===== config.mk =====
export PLATFORM = sky130hd
export DESIGN_NAME = hazard_ctrl_pipe_flat
export DESIGN_NICKNAME = d
export VERILOG_FILES = /design/src/rtl/pipeline_pkg.sv /design/src/rtl/hazard_ctrl_pipe_if.sv /design/src/rtl/ctrl_stage_reg.sv /design/src/rtl/hazard_ctrl_pipe.sv /design/src/flat_wrapper.sv
export SDC_FILE = /design/constraint.sdc
export NUM_CORES = 1
export LEC_CHECK = 0
export BUFFER_PORTS_ARGS = -buffer_cell sky130_fd_sc_hd__buf_2
export CAP_MARGIN = 10
export CORE_MARGIN = 2
export CORE_UTILIZATION = 45
export CTS_BUF_LIST = sky130_fd_sc_hd__clkbuf_16
export CTS_CLUSTER_DIAMETER = 150
export CTS_CLUSTER_SIZE = 40
export DETAILED_ROUTE_END_ITERATION = 8
export PLACE_DENSITY = 0.74
export SYNTH_ARGS = -nofsm -noshare
export SYNTH_HDL_FRONTEND = slang
export SYNTH_SLANG_ARGS = --single-unit

===== constraint.sdc =====
create_clock -name clk -period 3.4 [get_ports clk]
set_input_delay 0.68 -clock clk [delete_from_list [all_inputs] [get_ports clk]]
set_output_delay 0.68 -clock clk [all_outputs]
set_load 0.05 [all_outputs]

===== src/rtl/pipeline_pkg.sv =====
// Shared constants and types for the ID/EX/MEM/WB control pipeline and its hazard logic.
package pipeline_pkg;

  localparam int DEF_REG_ADDR_W   = 5;
  localparam int DEF_ALUOP_W      = 2;
  localparam int DEF_MEM_WAIT_MAX = 15;

  typedef enum logic [5:0] {
    OP_RTYPE = 6'b000000,
    OP_LW    = 6'b100011,
    OP_SW    = 6'b101011
  } opcode_t;

  typedef enum logic [DEF_ALUOP_W-1:0] {
    ALUOP_ADD    = 2'b00,
    ALUOP_BRANCH = 2'b01,
    ALUOP_RTYPE  = 2'b10
  } aluop_t;

  // Bit order of the control word as carried through ID/EX (MSB first).
  typedef struct packed {
    logic                   reg_dst;
    logic                   mem_read;
    logic                   mem_write;
    logic                   mem_to_reg;
    logic                   alu_src;
    logic                   reg_write;
    logic [DEF_ALUOP_W-1:0] alu_op;
  } ctrl_word_t;

  localparam int CW_ALU_OP_LSB    = 0;
  localparam int CW_REG_WRITE     = DEF_ALUOP_W;
  localparam int CW_ALU_SRC       = DEF_ALUOP_W + 1;
  localparam int CW_MEM_TO_REG    = DEF_ALUOP_W + 2;
  localparam int CW_MEM_WRITE     = DEF_ALUOP_W + 3;
  localparam int CW_MEM_READ      = DEF_ALUOP_W + 4;
  localparam int CW_REG_DST       = DEF_ALUOP_W + 5;

  localparam logic [0:0] ST_RUN  = 1'b0;
  localparam logic [0:0] ST_WAIT = 1'b1;

endpackage


===== src/rtl/hazard_ctrl_pipe_if.sv =====
// Bundle between the ID-stage decoder / data memory and the hazard control pipeline.
interface hazard_ctrl_pipe_if
  import pipeline_pkg::*;
#(
  parameter int REG_ADDR_W = DEF_REG_ADDR_W,
  parameter int ALUOP_W    = DEF_ALUOP_W
);
  logic                  id_ctrl_reg_dst;
  logic                  id_ctrl_mem_read;
  logic                  id_ctrl_mem_write;
  logic                  id_ctrl_mem_to_reg;
  logic                  id_ctrl_alu_src;
  logic                  id_ctrl_reg_write;
  logic [ALUOP_W-1:0]    id_ctrl_alu_op;
  logic [REG_ADDR_W-1:0] id_rs;
  logic [REG_ADDR_W-1:0] id_rt;
  logic [REG_ADDR_W-1:0] id_rd;
  logic                  flush_id;
  logic                  mem_ready;

  logic                  re;
  logic                  pc_write;
  logic                  ifid_write;

  logic                  ex_reg_dst;
  logic                  ex_mem_read;
  logic                  ex_mem_write;
  logic                  ex_mem_to_reg;
  logic                  ex_alu_src;
  logic                  ex_reg_write;
  logic [ALUOP_W-1:0]    ex_alu_op;
  logic [REG_ADDR_W-1:0] ex_dst;

  logic                  mem_mem_read;
  logic                  mem_mem_write;
  logic                  mem_mem_to_reg;
  logic                  mem_reg_write;
  logic [REG_ADDR_W-1:0] mem_dst;

  logic                  wb_mem_to_reg;
  logic                  wb_reg_write;
  logic [REG_ADDR_W-1:0] wb_dst;

  logic                  mem_timeout;

  modport master (
    output id_ctrl_reg_dst, id_ctrl_mem_read, id_ctrl_mem_write, id_ctrl_mem_to_reg,
           id_ctrl_alu_src, id_ctrl_reg_write, id_ctrl_alu_op, id_rs, id_rt, id_rd,
           flush_id, mem_ready,
    input  re, pc_write, ifid_write,
           ex_reg_dst, ex_mem_read, ex_mem_write, ex_mem_to_reg, ex_alu_src, ex_reg_write,
           ex_alu_op, ex_dst, mem_mem_read, mem_mem_write, mem_mem_to_reg, mem_reg_write,
           mem_dst, wb_mem_to_reg, wb_reg_write, wb_dst, mem_timeout
  );

  modport slave (
    input  id_ctrl_reg_dst, id_ctrl_mem_read, id_ctrl_mem_write, id_ctrl_mem_to_reg,
           id_ctrl_alu_src, id_ctrl_reg_write, id_ctrl_alu_op, id_rs, id_rt, id_rd,
           flush_id, mem_ready,
    output re, pc_write, ifid_write,
           ex_reg_dst, ex_mem_read, ex_mem_write, ex_mem_to_reg, ex_alu_src, ex_reg_write,
           ex_alu_op, ex_dst, mem_mem_read, mem_mem_write, mem_mem_to_reg, mem_reg_write,
           mem_dst, wb_mem_to_reg, wb_reg_write, wb_dst, mem_timeout
  );
endinterface


===== src/rtl/ctrl_stage_reg.sv =====
// One pipeline stage register: hold has priority over bubble, bubble loads all zeros.
module ctrl_stage_reg #(
  parameter int W = 8
) (
  input  logic         clk,
  input  logic         rst,
  input  logic         hold,
  input  logic         bubble,
  input  logic [W-1:0] d,
  output logic [W-1:0] q
);

  always_ff @(posedge clk) begin
    if (rst)
      q <= '0;
    else if (!hold)
      q <= bubble ? '0 : d;
  end

endmodule


===== src/rtl/hazard_ctrl_pipe.sv =====
// Control-word pipeline ID/EX -> EX/MEM -> MEM/WB with load-use bubbling and a
// data-memory wait FSM that freezes the pipe for at most MEM_WAIT_MAX cycles per access.
module hazard_ctrl_pipe
  import pipeline_pkg::*;
#(
  parameter int REG_ADDR_W   = DEF_REG_ADDR_W,
  parameter int ALUOP_W      = DEF_ALUOP_W,
  parameter int MEM_WAIT_MAX = DEF_MEM_WAIT_MAX
) (
  input  logic               clk,
  input  logic               rst,
  hazard_ctrl_pipe_if.slave  bus
);

  localparam int CNT_W = $clog2(MEM_WAIT_MAX + 1);
  localparam logic [CNT_W-1:0] CNT_MAX = CNT_W'(MEM_WAIT_MAX);
  localparam int EX_W  = 6 + ALUOP_W + REG_ADDR_W;
  localparam int MEM_W = 4 + REG_ADDR_W;
  localparam int WB_W  = 2 + REG_ADDR_W;

  logic [0:0]            state;
  logic [CNT_W-1:0]      cnt;
  logic                  timeout_q;
  logic [REG_ADDR_W-1:0] id_dst;
  logic                  mem_req, at_limit, mem_stall, load_use;
  logic                  re_c, pcw_c, ifid_c, idex_bubble;
  logic [EX_W-1:0]       idex_d, idex_q;
  logic [MEM_W-1:0]      exmem_d, exmem_q;
  logic [WB_W-1:0]       memwb_d, memwb_q;

  // An unknown reg_dst falls to the else branch, selecting rt.
  always_comb begin
    id_dst = bus.id_rt;
    if (bus.id_ctrl_reg_dst)
      id_dst = bus.id_rd;
  end

  assign mem_req   = bus.mem_mem_read | bus.mem_mem_write;
  assign at_limit  = (state == ST_WAIT) && (cnt == CNT_MAX);
  assign mem_stall = mem_req & ~bus.mem_ready & ~at_limit;
  assign load_use  = bus.ex_mem_read && (bus.ex_dst != '0) &&
                     ((bus.ex_dst == bus.id_rs) || (bus.ex_dst == bus.id_rt));

  always_comb begin
    re_c        = 1'b0;
    pcw_c       = 1'b1;
    ifid_c      = 1'b1;
    idex_bubble = 1'b0;
    if (rst) begin
      re_c   = 1'b1;
      pcw_c  = 1'b0;
      ifid_c = 1'b0;
    end else if (mem_stall) begin
      pcw_c  = 1'b0;
      ifid_c = 1'b0;
    end else if (load_use) begin
      re_c        = 1'b1;
      pcw_c       = 1'b0;
      ifid_c      = 1'b0;
      idex_bubble = 1'b1;
    end else if (bus.flush_id) begin
      idex_bubble = 1'b1;
    end
  end

  assign bus.re         = re_c;
  assign bus.pc_write   = pcw_c;
  assign bus.ifid_write = ifid_c;

  assign idex_d  = {bus.id_ctrl_reg_dst, bus.id_ctrl_mem_read, bus.id_ctrl_mem_write,
                    bus.id_ctrl_mem_to_reg, bus.id_ctrl_alu_src, bus.id_ctrl_reg_write,
                    bus.id_ctrl_alu_op, id_dst};
  assign exmem_d = {bus.ex_mem_read, bus.ex_mem_write, bus.ex_mem_to_reg, bus.ex_reg_write,
                    bus.ex_dst};
  assign memwb_d = {bus.mem_mem_to_reg, bus.mem_reg_write, bus.mem_dst};

  ctrl_stage_reg #(.W(EX_W)) u_idex (
    .clk(clk), .rst(rst), .hold(mem_stall), .bubble(idex_bubble), .d(idex_d), .q(idex_q)
  );
  ctrl_stage_reg #(.W(MEM_W)) u_exmem (
    .clk(clk), .rst(rst), .hold(mem_stall), .bubble(1'b0), .d(exmem_d), .q(exmem_q)
  );
  ctrl_stage_reg #(.W(WB_W)) u_memwb (
    .clk(clk), .rst(rst), .hold(mem_stall), .bubble(1'b0), .d(memwb_d), .q(memwb_q)
  );

  assign {bus.ex_reg_dst, bus.ex_mem_read, bus.ex_mem_write, bus.ex_mem_to_reg,
          bus.ex_alu_src, bus.ex_reg_write, bus.ex_alu_op, bus.ex_dst} = idex_q;
  assign {bus.mem_mem_read, bus.mem_mem_write, bus.mem_mem_to_reg, bus.mem_reg_write,
          bus.mem_dst} = exmem_q;
  assign {bus.wb_mem_to_reg, bus.wb_reg_write, bus.wb_dst} = memwb_q;
  assign bus.mem_timeout = timeout_q;

  // cnt counts stalled cycles of the current access; reaching the limit releases the pipe once.
  always_ff @(posedge clk) begin
    if (rst) begin
      state     <= ST_RUN;
      cnt       <= '0;
      timeout_q <= 1'b0;
    end else begin
      case (state)
        ST_RUN: begin
          if (mem_req && !bus.mem_ready) begin
            state <= ST_WAIT;
            cnt   <= CNT_W'(1);
          end
        end
        default: begin
          if (bus.mem_ready) begin
            state <= ST_RUN;
            cnt   <= '0;
          end else if (cnt == CNT_MAX) begin
            state     <= ST_RUN;
            cnt       <= '0;
            timeout_q <= 1'b1;
          end else begin
            cnt <= cnt + 1'b1;
          end
        end
      endcase
    end
  end

endmodule


===== src/flat_wrapper.sv =====
// flat-port wrapper written by rule: the top's interface ports become plain ports
module hazard_ctrl_pipe_flat import pipeline_pkg::*;
#(
  parameter int REG_ADDR_W   = DEF_REG_ADDR_W,
  parameter int ALUOP_W      = DEF_ALUOP_W,
  parameter int MEM_WAIT_MAX = DEF_MEM_WAIT_MAX
)
  (clk, rst, bus_id_ctrl_reg_dst, bus_id_ctrl_mem_read, bus_id_ctrl_mem_write, bus_id_ctrl_mem_to_reg, bus_id_ctrl_alu_src, bus_id_ctrl_reg_write, bus_id_ctrl_alu_op, bus_id_rs, bus_id_rt, bus_id_rd, bus_flush_id, bus_mem_ready, bus_re, bus_pc_write, bus_ifid_write, bus_ex_reg_dst, bus_ex_mem_read, bus_ex_mem_write, bus_ex_mem_to_reg, bus_ex_alu_src, bus_ex_reg_write, bus_ex_alu_op, bus_ex_dst, bus_mem_mem_read, bus_mem_mem_write, bus_mem_mem_to_reg, bus_mem_reg_write, bus_mem_dst, bus_wb_mem_to_reg, bus_wb_reg_write, bus_wb_dst, bus_mem_timeout);
  hazard_ctrl_pipe_if #(.REG_ADDR_W(REG_ADDR_W), .ALUOP_W(ALUOP_W)) bus_i ();
  input  logic clk;
  input  logic rst;
  input wire logic [$bits(bus_i.id_ctrl_reg_dst)-1:0] bus_id_ctrl_reg_dst;
  input wire logic [$bits(bus_i.id_ctrl_mem_read)-1:0] bus_id_ctrl_mem_read;
  input wire logic [$bits(bus_i.id_ctrl_mem_write)-1:0] bus_id_ctrl_mem_write;
  input wire logic [$bits(bus_i.id_ctrl_mem_to_reg)-1:0] bus_id_ctrl_mem_to_reg;
  input wire logic [$bits(bus_i.id_ctrl_alu_src)-1:0] bus_id_ctrl_alu_src;
  input wire logic [$bits(bus_i.id_ctrl_reg_write)-1:0] bus_id_ctrl_reg_write;
  input wire logic [$bits(bus_i.id_ctrl_alu_op)-1:0] bus_id_ctrl_alu_op;
  input wire logic [$bits(bus_i.id_rs)-1:0] bus_id_rs;
  input wire logic [$bits(bus_i.id_rt)-1:0] bus_id_rt;
  input wire logic [$bits(bus_i.id_rd)-1:0] bus_id_rd;
  input wire logic [$bits(bus_i.flush_id)-1:0] bus_flush_id;
  input wire logic [$bits(bus_i.mem_ready)-1:0] bus_mem_ready;
  output wire logic [$bits(bus_i.re)-1:0] bus_re;
  output wire logic [$bits(bus_i.pc_write)-1:0] bus_pc_write;
  output wire logic [$bits(bus_i.ifid_write)-1:0] bus_ifid_write;
  output wire logic [$bits(bus_i.ex_reg_dst)-1:0] bus_ex_reg_dst;
  output wire logic [$bits(bus_i.ex_mem_read)-1:0] bus_ex_mem_read;
  output wire logic [$bits(bus_i.ex_mem_write)-1:0] bus_ex_mem_write;
  output wire logic [$bits(bus_i.ex_mem_to_reg)-1:0] bus_ex_mem_to_reg;
  output wire logic [$bits(bus_i.ex_alu_src)-1:0] bus_ex_alu_src;
  output wire logic [$bits(bus_i.ex_reg_write)-1:0] bus_ex_reg_write;
  output wire logic [$bits(bus_i.ex_alu_op)-1:0] bus_ex_alu_op;
  output wire logic [$bits(bus_i.ex_dst)-1:0] bus_ex_dst;
  output wire logic [$bits(bus_i.mem_mem_read)-1:0] bus_mem_mem_read;
  output wire logic [$bits(bus_i.mem_mem_write)-1:0] bus_mem_mem_write;
  output wire logic [$bits(bus_i.mem_mem_to_reg)-1:0] bus_mem_mem_to_reg;
  output wire logic [$bits(bus_i.mem_reg_write)-1:0] bus_mem_reg_write;
  output wire logic [$bits(bus_i.mem_dst)-1:0] bus_mem_dst;
  output wire logic [$bits(bus_i.wb_mem_to_reg)-1:0] bus_wb_mem_to_reg;
  output wire logic [$bits(bus_i.wb_reg_write)-1:0] bus_wb_reg_write;
  output wire logic [$bits(bus_i.wb_dst)-1:0] bus_wb_dst;
  output wire logic [$bits(bus_i.mem_timeout)-1:0] bus_mem_timeout;
  assign bus_i.id_ctrl_reg_dst = bus_id_ctrl_reg_dst;
  assign bus_i.id_ctrl_mem_read = bus_id_ctrl_mem_read;
  assign bus_i.id_ctrl_mem_write = bus_id_ctrl_mem_write;
  assign bus_i.id_ctrl_mem_to_reg = bus_id_ctrl_mem_to_reg;
  assign bus_i.id_ctrl_alu_src = bus_id_ctrl_alu_src;
  assign bus_i.id_ctrl_reg_write = bus_id_ctrl_reg_write;
  assign bus_i.id_ctrl_alu_op = bus_id_ctrl_alu_op;
  assign bus_i.id_rs = bus_id_rs;
  assign bus_i.id_rt = bus_id_rt;
  assign bus_i.id_rd = bus_id_rd;
  assign bus_i.flush_id = bus_flush_id;
  assign bus_i.mem_ready = bus_mem_ready;
  assign bus_re = bus_i.re;
  assign bus_pc_write = bus_i.pc_write;
  assign bus_ifid_write = bus_i.ifid_write;
  assign bus_ex_reg_dst = bus_i.ex_reg_dst;
  assign bus_ex_mem_read = bus_i.ex_mem_read;
  assign bus_ex_mem_write = bus_i.ex_mem_write;
  assign bus_ex_mem_to_reg = bus_i.ex_mem_to_reg;
  assign bus_ex_alu_src = bus_i.ex_alu_src;
  assign bus_ex_reg_write = bus_i.ex_reg_write;
  assign bus_ex_alu_op = bus_i.ex_alu_op;
  assign bus_ex_dst = bus_i.ex_dst;
  assign bus_mem_mem_read = bus_i.mem_mem_read;
  assign bus_mem_mem_write = bus_i.mem_mem_write;
  assign bus_mem_mem_to_reg = bus_i.mem_mem_to_reg;
  assign bus_mem_reg_write = bus_i.mem_reg_write;
  assign bus_mem_dst = bus_i.mem_dst;
  assign bus_wb_mem_to_reg = bus_i.wb_mem_to_reg;
  assign bus_wb_reg_write = bus_i.wb_reg_write;
  assign bus_wb_dst = bus_i.wb_dst;
  assign bus_mem_timeout = bus_i.mem_timeout;
  hazard_ctrl_pipe #(.REG_ADDR_W(REG_ADDR_W), .ALUOP_W(ALUOP_W), .MEM_WAIT_MAX(MEM_WAIT_MAX)) u_core (.clk(clk), .rst(rst), .bus(bus_i));
endmodule

==> reports/qor.csv <==
metric,value,unit
minimum clock period,2.92,ns
unrepaired setup endpoints after global routing,no,
Post-Route WL,4070,µm
crit end category,output pin,
Worst Max-Slew Pin Slew,0.486,ns
maximum clock frequency,343,MHz
Yosys warnings,0,
placer's final routability congestion estimate,0.794,
Total GRT Usage,20.2,%
wire length per cell,13.1,µm
Crit Path Class,reg -> out,
TritonCTS clock tree,built,
post-CTS setup buffer count,0,
site row count,22,
clock slew seen by the registers of the worst setup and hold paths,0.05,ns
Post-synth EDFFs,0,
sequential area share after synthesis,42.2,%
placed insts,302,
Die Ht,64.7,µm
"Cell Count, Final, Fillers Out",310,
vias in the first global route,1429,
fin nets,289,
total gr overflow,0,
post-DP HPWL,2810,µm
# setup viols final,0,
routed vias/inst,5.25,
Pre-antenna DRT Iters,5,
Final Hold Vio Count,0,
drt drc,0,
global-route wire length before repair,6620,µm
Starting Density,46.0,%
"CP delay by family, top",compound AO/OA/AOI/OAI gates,
CTS root buf,clkbuf_16,
cells along the critical path,or4_4 -> o21ai_4 -> inv_1 -> a211oi_2 -> buf_2,
Final ANT Viol Nets,0,
Reg2Reg Depth,6,
I/O Buffers,59,
slowest library cell on the worst path,or4_4,
Top Ports,60,
Worst setup SP type,register,
post-synthesis cell count,205,
Crit Path Max Fanout,14,
"flops & latches, synth",35,
Crit path largest cell delay,0.56,ns
largest net degree at the start of global routing,43,
vias,1628,
clk sink count,35,
drt initial violations,88,
hold path cells,2,
Hold WC Path Type,reg -> reg,
Cell variety after synth,35,
ANT cells,0,
CTS resizes,0,
core area,3610,µm²
Clock Skews,0.00287,ns
Worst-Skew Late Latency,0.28,ns
fin crit share,85.9,%
Die W,64.7,µm
Syn Nets,233,
status,"finished, final reports clean",
number of cells on the critical path,5,
Peak VDD IR,0.339,mV
Slew headroom,67.6,%
Cell Pwr Density,554,nW/µm²
CP Buf/Inv Count,2,
full die area,4190,µm²
P_leak,0.919,nW
ys flop type,dfxtp_1,
worst path arrival time,2.24,ns
CTS Buf Count,5,
Max H-tree Level,2,
Clock Tree Buf Depth,2,
syn avg cell area,8.09,µm²
synth-to-layout area growth,27.5,%
"Req. time, crit path",2.72,ns
hold_buf cts,0,
share of cells above drive strength 1,28.2,%
Mapped Area,1660,µm²
Synth async-reset ratio,0,%
initial antenna violation count,0,
post-route setup TNS,0,ns
Final Max Tran Viols,0,
max cap viols,0,
synthesized netlist by cell type, drive strengths merged, types with 2 or more instances:
cell,count,share of area [%]
a21oi,21,6.3
a32oi,13,6.9
and2,8,3.0
buf,8,2.9
clkbuf,6,1.4
dfxtp,35,42
inv,2,0.45
mux2i,5,3.0
nand2,47,11
nand3,3,0.90
nor2,12,2.9
nor2b,2,0.75
o21ai,16,5.5
or2,2,0.75
xnor2,10,5.3
cells in the final DEF, fill, tap and decap left out, types with 2 or more instances in the layout:
cell / netlist / routed
o21ai_0: 14 / 14
a32oi_1: 13 / 13
nor2b_1: 2 / 2
or2_1: 2 / 2
xnor2_1: 10 / 10
and2_1: 8 / 8
inv_1: 2 / 4
dfxtp_1: 35 / 35
buf_4: 1 / 4
clkbuf_16: 0 / 5
mux2i_1: 5 / 5
a21oi_1: 21 / 21
buf_2: 6 / 59
nor2_1: 11 / 11
nand3_1: 3 / 3
nand2_1: 47 / 47
power by group:
group	internal, mW	leakage, nW	switching, mW
Sequential	0.441	0.287	0.0322
Combinational	0.0831	0.556	0.196
Clock	0.264	0.0762	0.156
per-layer routing:
| metal | vias up | track usage (%) | part of all wire (%) |
|---|---|---|---|
| li1 | 818 | - | - |
| met1 | 747 | 27.7 | 46 |
| met2 | 59 | 30.9 | 47 |
| met3 | 4 | 4.51 | 6.5 |
| met4 | 0 | 7.18 | 0.98 |
| met5 | - | 0 | 0 |
flip-flops by register name, summed over array words and instances, names as in the netlist:
| register | cells |
|---|---|
| u_core.u_idex.q | 13 |
| u_core.u_exmem.q | 9 |
| u_core.u_memwb.q | 7 |
| u_core.cnt | 4 |
| u_core.bus.mem_timeout | 1 |
| u_core.state | 1 |
cell families (layout without fill, tap and decap cells):
group,after synthesis,after routing,share of synthesized area [%]
DFF,35,35,42.2
buffers and inverters,16,73,4.75
adders and majority gates,1,1,0.754
and+or+nand+nor,82,82,22.5
xor gates and xnor gates,10,10,5.28
muxes,5,5,3.02
AOI/OAI and AO/OA,56,56,21.5
tightest hold or removal path, stage by stage (launching register included):
cell and delay (ns):
dfxtp_1 0.30, nand2_1 0.05, a21oi_1 0.05
final timing paths:
kind / start / to / slack (ns)
worst max-delay path: u_core.u_idex.q[0] / bus_pc_write / 0.48
worst min register to register: u_core.u_memwb.q[5] / u_core.u_memwb.q[5] / 0.45
worst min-delay path: u_core.u_memwb.q[5] / u_core.u_memwb.q[5] / 0.45
worst max register to register: u_core.cnt[0] / u_core.u_idex.q[12] / 1.62
metrics by stage:
step                setup WS, ns  total power [mW]  cell area (µm²)  hold WS (ns)  utilization (%)
floorplan                  0.266             0.691             1660         0.463                -
global placement           0.855             0.757             1980         0.439             54.9
detailed placement         0.774             0.760             1980         0.444             54.9
CTS                        0.483              1.18             2120         0.451             58.7
global route               0.424              1.23             2120         0.485             58.7
finish                     0.481              1.17             2120         0.450             58.7
layout make-up:
type,instances,area [µm²]
flip-flops and latches,35,701
multi-input cells,154,885
well taps,48,60.1
clock buffers,5,125
fillers,351,1490
inverters,2,7.51
clock inverters,3,12.5
repair buffers,63,325
Power figures use the tool's default switching activity.
